<file path="config.mk">
export PLATFORM = sky130hd
export DESIGN_NAME = osc_freq_monitor
export DESIGN_NICKNAME = d
export VERILOG_FILES = /design/src/rtl/osc_freq_monitor.sv
export SDC_FILE = /design/constraint.sdc
export NUM_CORES = 1
export LEC_CHECK = 0
export CELL_PAD_IN_SITES_DETAIL_PLACEMENT = 0
export CELL_PAD_IN_SITES_GLOBAL_PLACEMENT = 1
export CORE_MARGIN = 1.5
export CORE_UTILIZATION = 26
export DETAILED_ROUTE_END_ITERATION = 16
export GPL_ROUTABILITY_DRIVEN = 0
export PLACE_DENSITY_LB_ADDON = 0.1
export SETUP_SLACK_MARGIN = 0.4
export SYNTH_ARGS = -nofsm -noshare
export SYNTH_HDL_FRONTEND = slang
export SYNTH_SLANG_ARGS = --single-unit
</file>
<file path="constraint.sdc">
create_clock -name CLK -period 3.4 [get_ports CLK]
set_clock_uncertainty 0.1 [all_clocks]
set_input_delay 1.02 -clock CLK [delete_from_list [all_inputs] [get_ports CLK]]
set_output_delay 1.02 -clock CLK [all_outputs]
set_load 0.02 [all_outputs]
</file>
<file path="src/rtl/osc_freq_monitor.sv">
// osc_freq_monitor: counts MON_CLK rising edges per CLK window and checks them
// against a tolerance band, giving a debounced good flag and a sticky fault.
module osc_freq_monitor #(
    parameter int WINDOW       = 1000,
    parameter int MIN_EDGES    = 18,
    parameter int MAX_EDGES    = 22,
    parameter int GOOD_WINDOWS = 3,
    parameter int CNT_W        = 16
) (
    input  logic             CLK,
    input  logic             RESETN,
    input  logic             MON_CLK,
    input  logic             ENABLE,
    input  logic             CLR_FAULT,
    output logic             FREQ_OK,
    output logic             FAULT,
    output logic             COUNT_VALID,
    output logic [CNT_W-1:0] EDGE_COUNT
);
    localparam int WW = $clog2(WINDOW);
    localparam int GW = $clog2(GOOD_WINDOWS + 1);
    localparam logic [WW-1:0] LAST = WW'(WINDOW - 1);
    localparam logic [GW-1:0] GOOD_MAX = GW'(GOOD_WINDOWS);
    localparam logic [CNT_W-1:0] SAT = '1;

    typedef enum logic [1:0] {IDLE, SETTLE, MEASURE} state_t;

    state_t state, state_nx;
    logic s1, s2, s3, mon_edge;
    logic [WW-1:0] win_cnt, win_nx;
    logic [CNT_W-1:0] edge_cnt, edge_nx, total;
    logic [GW-1:0] good_cnt, good_nx;
    logic win_end, in_range, report, ok_nx, fault_nx;

    assign mon_edge = s2 & ~s3;
    assign total    = edge_cnt == SAT ? SAT : edge_cnt + CNT_W'(mon_edge);
    assign in_range = 32'(total) >= 32'(MIN_EDGES) && 32'(total) <= 32'(MAX_EDGES);
    assign win_end  = win_cnt == LAST;
    assign report   = ENABLE && state == MEASURE && win_end;

    always_comb begin
        state_nx = state;
        win_nx   = '0;
        edge_nx  = '0;
        good_nx  = good_cnt;
        ok_nx    = FREQ_OK;
        // a new out-of-range result beats a coincident clear request
        fault_nx = report && !in_range ? 1'b1 : CLR_FAULT ? 1'b0 : FAULT;
        if (!ENABLE) begin
            state_nx = IDLE;
            good_nx  = '0;
            ok_nx    = 1'b0;
        end else if (state == IDLE) begin
            state_nx = SETTLE;
        end else begin
            win_nx  = win_end ? '0 : win_cnt + 1'b1;
            edge_nx = win_end ? '0 : total;
            if (win_end)
                state_nx = MEASURE;
            if (report) begin
                good_nx = !in_range ? '0 : good_cnt == GOOD_MAX ? good_cnt : good_cnt + 1'b1;
                ok_nx   = good_nx == GOOD_MAX;
            end
        end
    end

    always_ff @(posedge CLK or negedge RESETN) begin
        if (!RESETN) begin
            {s1, s2, s3} <= '0;
            state        <= IDLE;
            win_cnt      <= '0;
            edge_cnt     <= '0;
            good_cnt     <= '0;
            FREQ_OK      <= 1'b0;
            FAULT        <= 1'b0;
            COUNT_VALID  <= 1'b0;
            EDGE_COUNT   <= '0;
        end else begin
            {s1, s2, s3} <= {MON_CLK, s1, s2};
            state        <= state_nx;
            win_cnt      <= win_nx;
            edge_cnt     <= edge_nx;
            good_cnt     <= good_nx;
            FREQ_OK      <= ok_nx;
            FAULT        <= fault_nx;
            COUNT_VALID  <= report;
            if (report)
                EDGE_COUNT <= total;
        end
    end
endmodule

</file>
After elaboration in Yosys (flattened, before gate mapping):

Index checks and enable logic that the tools add are counted.

* add/subtract/negate cells: 3
* magnitude comparators: 2
* eq/ne operators: 8
* muxes and demuxes: 20
* bitwise gates (word level): 2
* reductions and logical operators: 8

Operator list (count)
* $mux W16: 4
* $mux W10: 3
* $add A16 B1 Y16: 1
* $eq A16 B16 Y1 const B: 1
* $ge A16 B5 Y1 const B: 1
* $le A16 B5 Y1 const B: 1
* $mux W2: 8
* $add A10 B1 Y10 const B: 1
* $eq A10 B10 Y1 const B: 1
* $eq A2 B2 Y1 const B: 3
* $mux W1: 5
* $logic_and A1 B1 Y1: 4
* $ne A3 B1 Y1 const B: 1
* $add A2 B1 Y2 const B: 1
* $logic_not A2 Y1: 1
* $ne A2 B1 Y1 const B: 1
* $ne A2 B2 Y1 const B: 1
* $reduce_and A2 Y1: 1
* $reduce_bool A2 Y1: 1
* $and A1 B1 Y1: 1
* $logic_not A1 Y1: 1
* $not A1 Y1: 1

* flip-flop bits (word level): 52
* input port bits: 5
* output and inout bits: 19
* word-level logic and storage cells: 54

Depth between registers and ports, before layout:

* word-level depth: 11
* depth in mapped cells: 9
* mapped depth without buffers: 9

Worst setup path before layout:

OpenSTA, ideal clock, no wires.

* kind: register to register
* start point: register s3
* end point: register FREQ_OK
* library setup time: 0.066 ns
* arrival time: 2.469 ns
* required time: 3.234 ns
* path slack: 0.765 ns
* cell stages (with the launch flop): 10
* path buffers: 0
* period minus slack after synthesis: 2.635 ns
* cell sequence: dfrtp_1 nor2b_1 ha_1 ha_1 nand3_4 nor4_1 xor2_1 a2111o_1 a2111oi_4 a31o_1

* cells in the longest elaborated chain, start to end: 11
* elaborated cells on any way between the ends: 12
* those cells by class: add/sub: 1; order compare: 2; eq/ne: 1; mux: 5; bitwise: 2; reduce/logical: 1

RTL lines
* start, declared: RTL line 29 `logic s1, s2, s3, mon_edge;`
* start signal, assigned: RTL line 79 `{s1, s2, s3} <= {MON_CLK, s1, s2};`
* $not A1 Y1 *: RTL line 35 `assign mon_edge = s2 & ~s3;`
* $and A1 B1 Y1 *: RTL line 35
* $add A16 B1 Y16 *: RTL line 36 `assign total = edge_cnt == SAT ? SAT : edge_cnt + CNT_W'(mon_edge);`
* $mux W16 *: RTL line 36
* $ge A16 B5 Y1 / $le A16 B5 Y1 (equally long branches): RTL line 37 `assign in_range = 32'(total) >= 32'(MIN_EDGES) && 32'(total) <= 32'(MAX_EDGES);`
* $logic_and A1 B1 Y1 *: RTL line 37
* $mux W2 *: RTL line 61 `good_nx = !in_range ? '0 : good_cnt == GOOD_MAX ? good_cnt : good_cnt + 1'b1;`
* $eq A2 B2 Y1 *: RTL line 62 `ok_nx = good_nx == GOOD_MAX;`
* $mux W1 *: RTL line 60 `if (report) begin`
* $mux W1 *: RTL line 53 `end else if (state == IDLE) begin`
* $mux W1 *: RTL line 49 `if (!ENABLE) begin`
* end signal, assigned: RTL line 84 `FREQ_OK <= ok_nx;`
* end, declared: RTL line 15 `output logic FREQ_OK,`

Every way passes the cells marked *; elsewhere a longest branch is shown, timed or not. The select of a mux whose other input is x is not followed.
A chain may end at the register's enable or synchronous reset.

Worst setup path after layout:

* start point: register s2
* end point: register FAULT

* cells in the longest elaborated chain, start to end: 8
* elaborated cells on any way between the ends: 10
* those cells by class: add/sub: 1; order compare: 2; mux: 2; bitwise: 1; reduce/logical: 4

RTL lines
* start, declared: RTL line 29
* start signal, assigned: RTL line 79
* $and A1 B1 Y1 *: RTL line 35
* $add A16 B1 Y16 *: RTL line 36
* $mux W16 *: RTL line 36
* $ge A16 B5 Y1 / $le A16 B5 Y1 (equally long branches): RTL line 37
* $logic_and A1 B1 Y1 *: RTL line 37
* $logic_not A1 Y1 *
* $logic_and A1 B1 Y1 *: RTL line 48 `fault_nx = report && !in_range ? 1'b1 : CLR_FAULT ? 1'b0 : FAULT;`
* $mux W1 / $reduce_bool A2 Y1 (equally long branches)
* end signal, assigned: RTL line 85 `FAULT <= fault_nx;`
* end, declared: RTL line 16 `output logic FAULT,`

Every way passes the cells marked *; elsewhere a longest branch is shown, timed or not.

==> results.md <==
Timing:
- Setup repair after global routing left no endpoint under its margin.
- Setup violations remaining at the end of the flow were counted as 0.
- After routing, the total negative slack on setup checks comes to 0 ps.
- The share of the clock period used by the worst path after layout is 0.822.
- The actual slew at the worst max-slew pin is between 500 and 600 ps.
- The maximum clock frequency is 358 MHz.
- The worst slew margin relative to its limit is 0.633.
- The count of final max-slew check failures is 0.
- The smallest clock period supported by the final layout is computed as roughly 2800 ps.
- The number of hold violations in the final report was 0.

Route:
- Before antenna repair, the detailed router went through 4 iterations.
- The detail route stage leaves a number of antenna-violating nets equal to 0.
- The post-detailed-route DRC marker count is 0.
- The initial detailed-routing violation count is 43.
- The routed via count divided by cell count is 4.40.
- Dividing the detail-routed wire length by the instance count gives 13.4 um.
- The overall via count from detail_route is 1780.
- The final layout contains routed wiring with a total length of 5.41 mm.

Critical path:
- STA classifies the critical path startpoint as a flop.
- In this run the critical register-to-register path is launched from s2$_DFF_PN0_.
- The top cell family by delay on the critical path is compound AO/OA/AOI/OAI gates.
- The capture point of the worst reg-to-reg path is FAULT$_DFFE_PN0P_.
- Across all register-to-register paths, the minimum setup slack is 600 ps.
- The startpoint-to-endpoint class of the critical path is flop to flop.
- The endpoint kind of the worst setup timing path is a flop.
- For the worst setup path, the data arrival time is 2880 ps.
- The maximum cell stage delay along the critical path is between 400 and 500 ps.
- Counting cells, the worst reg-to-reg path comes to 9.
- The maximum fanout along the worst path is 6.
- Walking the worst path, the cells encountered are nor2b_1 -> ha_1 -> ha_2 -> nand3_4 -> nor4_1 -> xor2_1 -> a2111o_1 -> a2111oi_4 -> o22ai_1.
- The slowest stage of the critical path belongs to the cell sky130_fd_sc_hd__a2111o_1.
- The data required time of the worst path is roughly 3500 ps.
- The sum of buffers and inverters on the critical path is 0.

Global routing:
- The first global-routing pass estimated 9.27 mm of wire.
- The pin count of the biggest net entering global routing is 27.
- Global routing finished with a remaining overflow of 0.
- The initial antenna violation count is 0.
- The number of global-route vias before repair came to 1829.
- For this run, the total global-route usage over all layers was measured as 0.118.

Logic synthesis:
- Of the synthesized area, sequential elements account for 0.525.
- After synthesis, the mean cell area works out to 9.91 sq um.
- After synthesis the netlist holds a flip-flop and latch count of 52.
- Yosys printed 0 warnings.
- The synthesized netlist net count is 258.
- Yosys mapped a number of flops with a built-in enable equal to 0.
- The synthesized netlist occupies a cell area of 0.00248 sq mm.
- The netlist uses 47 different library cells.
- The async set or reset register ratio after synthesis is 1.00.
- The most used flip-flop cell after synthesis is sky130_fd_sc_hd__dfrtp_1.
- Counting every instance in the synthesized netlist gives 250.

CTS:
- The buffers inserted during post-CTS setup optimization is 0.
- The clock drives 52 sinks.
- The clock root buffer is sky130_fd_sc_hd__clkbuf_8.
- The CTS tree is built.
- Counting along the longest clock path gives a buffer depth of 2.
- The CTS clock-pin slew for the worst setup and hold paths is approximately 100 ps.
- The number of hold buffers added after CTS was 0.
- The H-tree was split into 2 levels.
- For the worst-skew pair, the clock arrives at the later sink with an insertion delay of 310 ps.
- Counting the buffers created by CTS gives 5.

Floorplan:
- The die extent in x is 101 um.
- The placeable core area is 0.00924 sq mm.
- The die covers 0.0101 sq mm.
- The count of boundary I/O pins is 24.
- The starting utilization of the core area is 0.268.
- The chip height is between 100 and 150 um.
- The number of standard-cell rows in the floorplan is 35.

Min path:
- The worst hold path was traced through 0 stages.
- The worst hold path begins at s1$_DFF_PN0_.
- The min-delay analysis places its worst path in the category flop to flop.
- The worst hold path terminates at s2$_DFF_PN0_.

Finish:
- The library cell used most frequently in the layout, excluding fill and tap cells, is sky130_fd_sc_hd__dfrtp_1.
- Leaving out fill and tap cells, the most frequent cells in the layout are sky130_fd_sc_hd__dfrtp_1, sky130_fd_sc_hd__nor2_1, sky130_fd_sc_hd__nand2_1.
- The number of inserted filler cells in the final layout is 965.
- The repair_antennas step left the layout with diodes totalling 0.
- In the final design database the tool counted 283 nets.
- In the final layout, the share of cells above drive strength 1 is 0.0978.
- Compared with the post-synthesis result, the final layout area differs by 19.4%.

Job:
- Max-cap violations in this run came to 0.

Placed design:
- Once detailed placement completed, the half-perimeter wirelength came to ~3.8 mm.
- Port buffering added 23 buffers.

Power and ir drop:
- The worst supply voltage drop on vdd is 145 uV.
- The leakage power figure is ~1.2 nW.
- The power density of the placed cells is 352 mW/mm^2.
- The total power consumption of the routed design is approximately 1.0 mW.

Run status:
- The run finished with clean final reports.
## repair_timing
action                     CTS  global route
pin swaps                    0             1
gates resized for setup      1             0
setup endpoints to repair    4             4
## registers in the layout, summed over array words and instances (netlist names)
signal / flops
EDGE_COUNT: 16
good_cnt: 2
state: 2
FAULT: 1
COUNT_VALID: 1
s1: 1
edge_cnt: 16
FREQ_OK: 1
s3: 1
s2: 1
win_cnt: 10
## kinds of logic after synthesis
family                   Yosys count  synth area share
buffers and inverters             16            0.0293
XOR/XNOR                          19            0.0672
multiplexers                       2           0.00808
flip-flops                        52             0.525
AND/OR/NAND/NOR                  116             0.242
adder cells (fa/ha/maj)            3            0.0152
AO/OA/AOI/OAI                     42             0.113
## power by group
group / total [mW] / switching (mW) / internal [mW]
sequential: 0.625 / 0.00275 / 0.622
clock: 0.385 / 0.219 / 0.165
combinational: 0.0318 / 0.0226 / 0.00925
## cell usage after synthesis, drive strengths merged (2+ instances only)
cell type	instances	area, sq um
dfrtp	52	1300
nor2	39	154
nand2	26	100
o21ai	22	110
nand3	11	67.6
xor2	11	96.3
xnor2	8	70.1
clkbuf	7	26.3
a21oi	6	30.0
and3	6	37.5
inv	6	22.5
nor3	6	35.0
or3	6	43.8
nor4	5	31.3
nand2b	4	25.0
nand4	4	40.0
a31o	3	26.3
buf	3	23.8
ha	3	37.5
mux2i	2	20.0
nor2b	2	12.5
nor3b	2	15.0
or2	2	12.5
## metrics by stage
step | cells | utilization | hold WS, ps | setup slack, ps | area [sq um]
after floorplan | 250 | - | 231 | 765 | 2480
after global placement | 397 | 0.309 | 256 | 486 | 2860
after detailed placement | 397 | 0.309 | 254 | 385 | 2860
after CTS | 405 | 0.320 | 276 | 458 | 2960
after global routing | 405 | 0.320 | 284 | 418 | 2960
final | 405 | 0.320 | 266 | 605 | 2960
## worst max path at each step
stage	slack, ps	from	endpoint	depth (start not counted)
final	600	s2$_DFF_PN0_	FAULT$_DFFE_PN0P_	9
after global routing	420	s3$_DFF_PN0_	FAULT$_DFFE_PN0P_	9
after CTS	460	s2$_DFF_PN0_	FREQ_OK$_DFFE_PN0P_	9
after detailed placement	390	s2$_DFF_PN0_	FAULT$_DFFE_PN0P_	9
after global placement	490	s3$_DFF_PN0_	good_cnt[0]$_DFFE_PN0P_	9
after floorplan	760	s3$_DFF_PN0_	FREQ_OK$_DFFE_PN0P_	9
## metal layers
metal	up-vias	routed length, um	GRT usage
met5	-	0	0
li1	910	-	-
met2	17	2540	0.192
met4	0	58	0.0390
met3	4	117	0.0250
met1	849	2690	0.157
## layout make-up
class / instances / area, sq um / area share
repair buffers: 28 / 263 / 0.0888
flip-flops and latches: 52 / 1300 / 0.440
multi-input cells: 182 / 1110 / 0.376
clock buffers: 6 / 82.6 / 0.0279
inverters: 6 / 22.5 / 0.00761
clock inverters: 2 / 15.0 / 0.00508
well taps: 129 / 161 / 0.0546
Power figures use the tool's default switching activity.
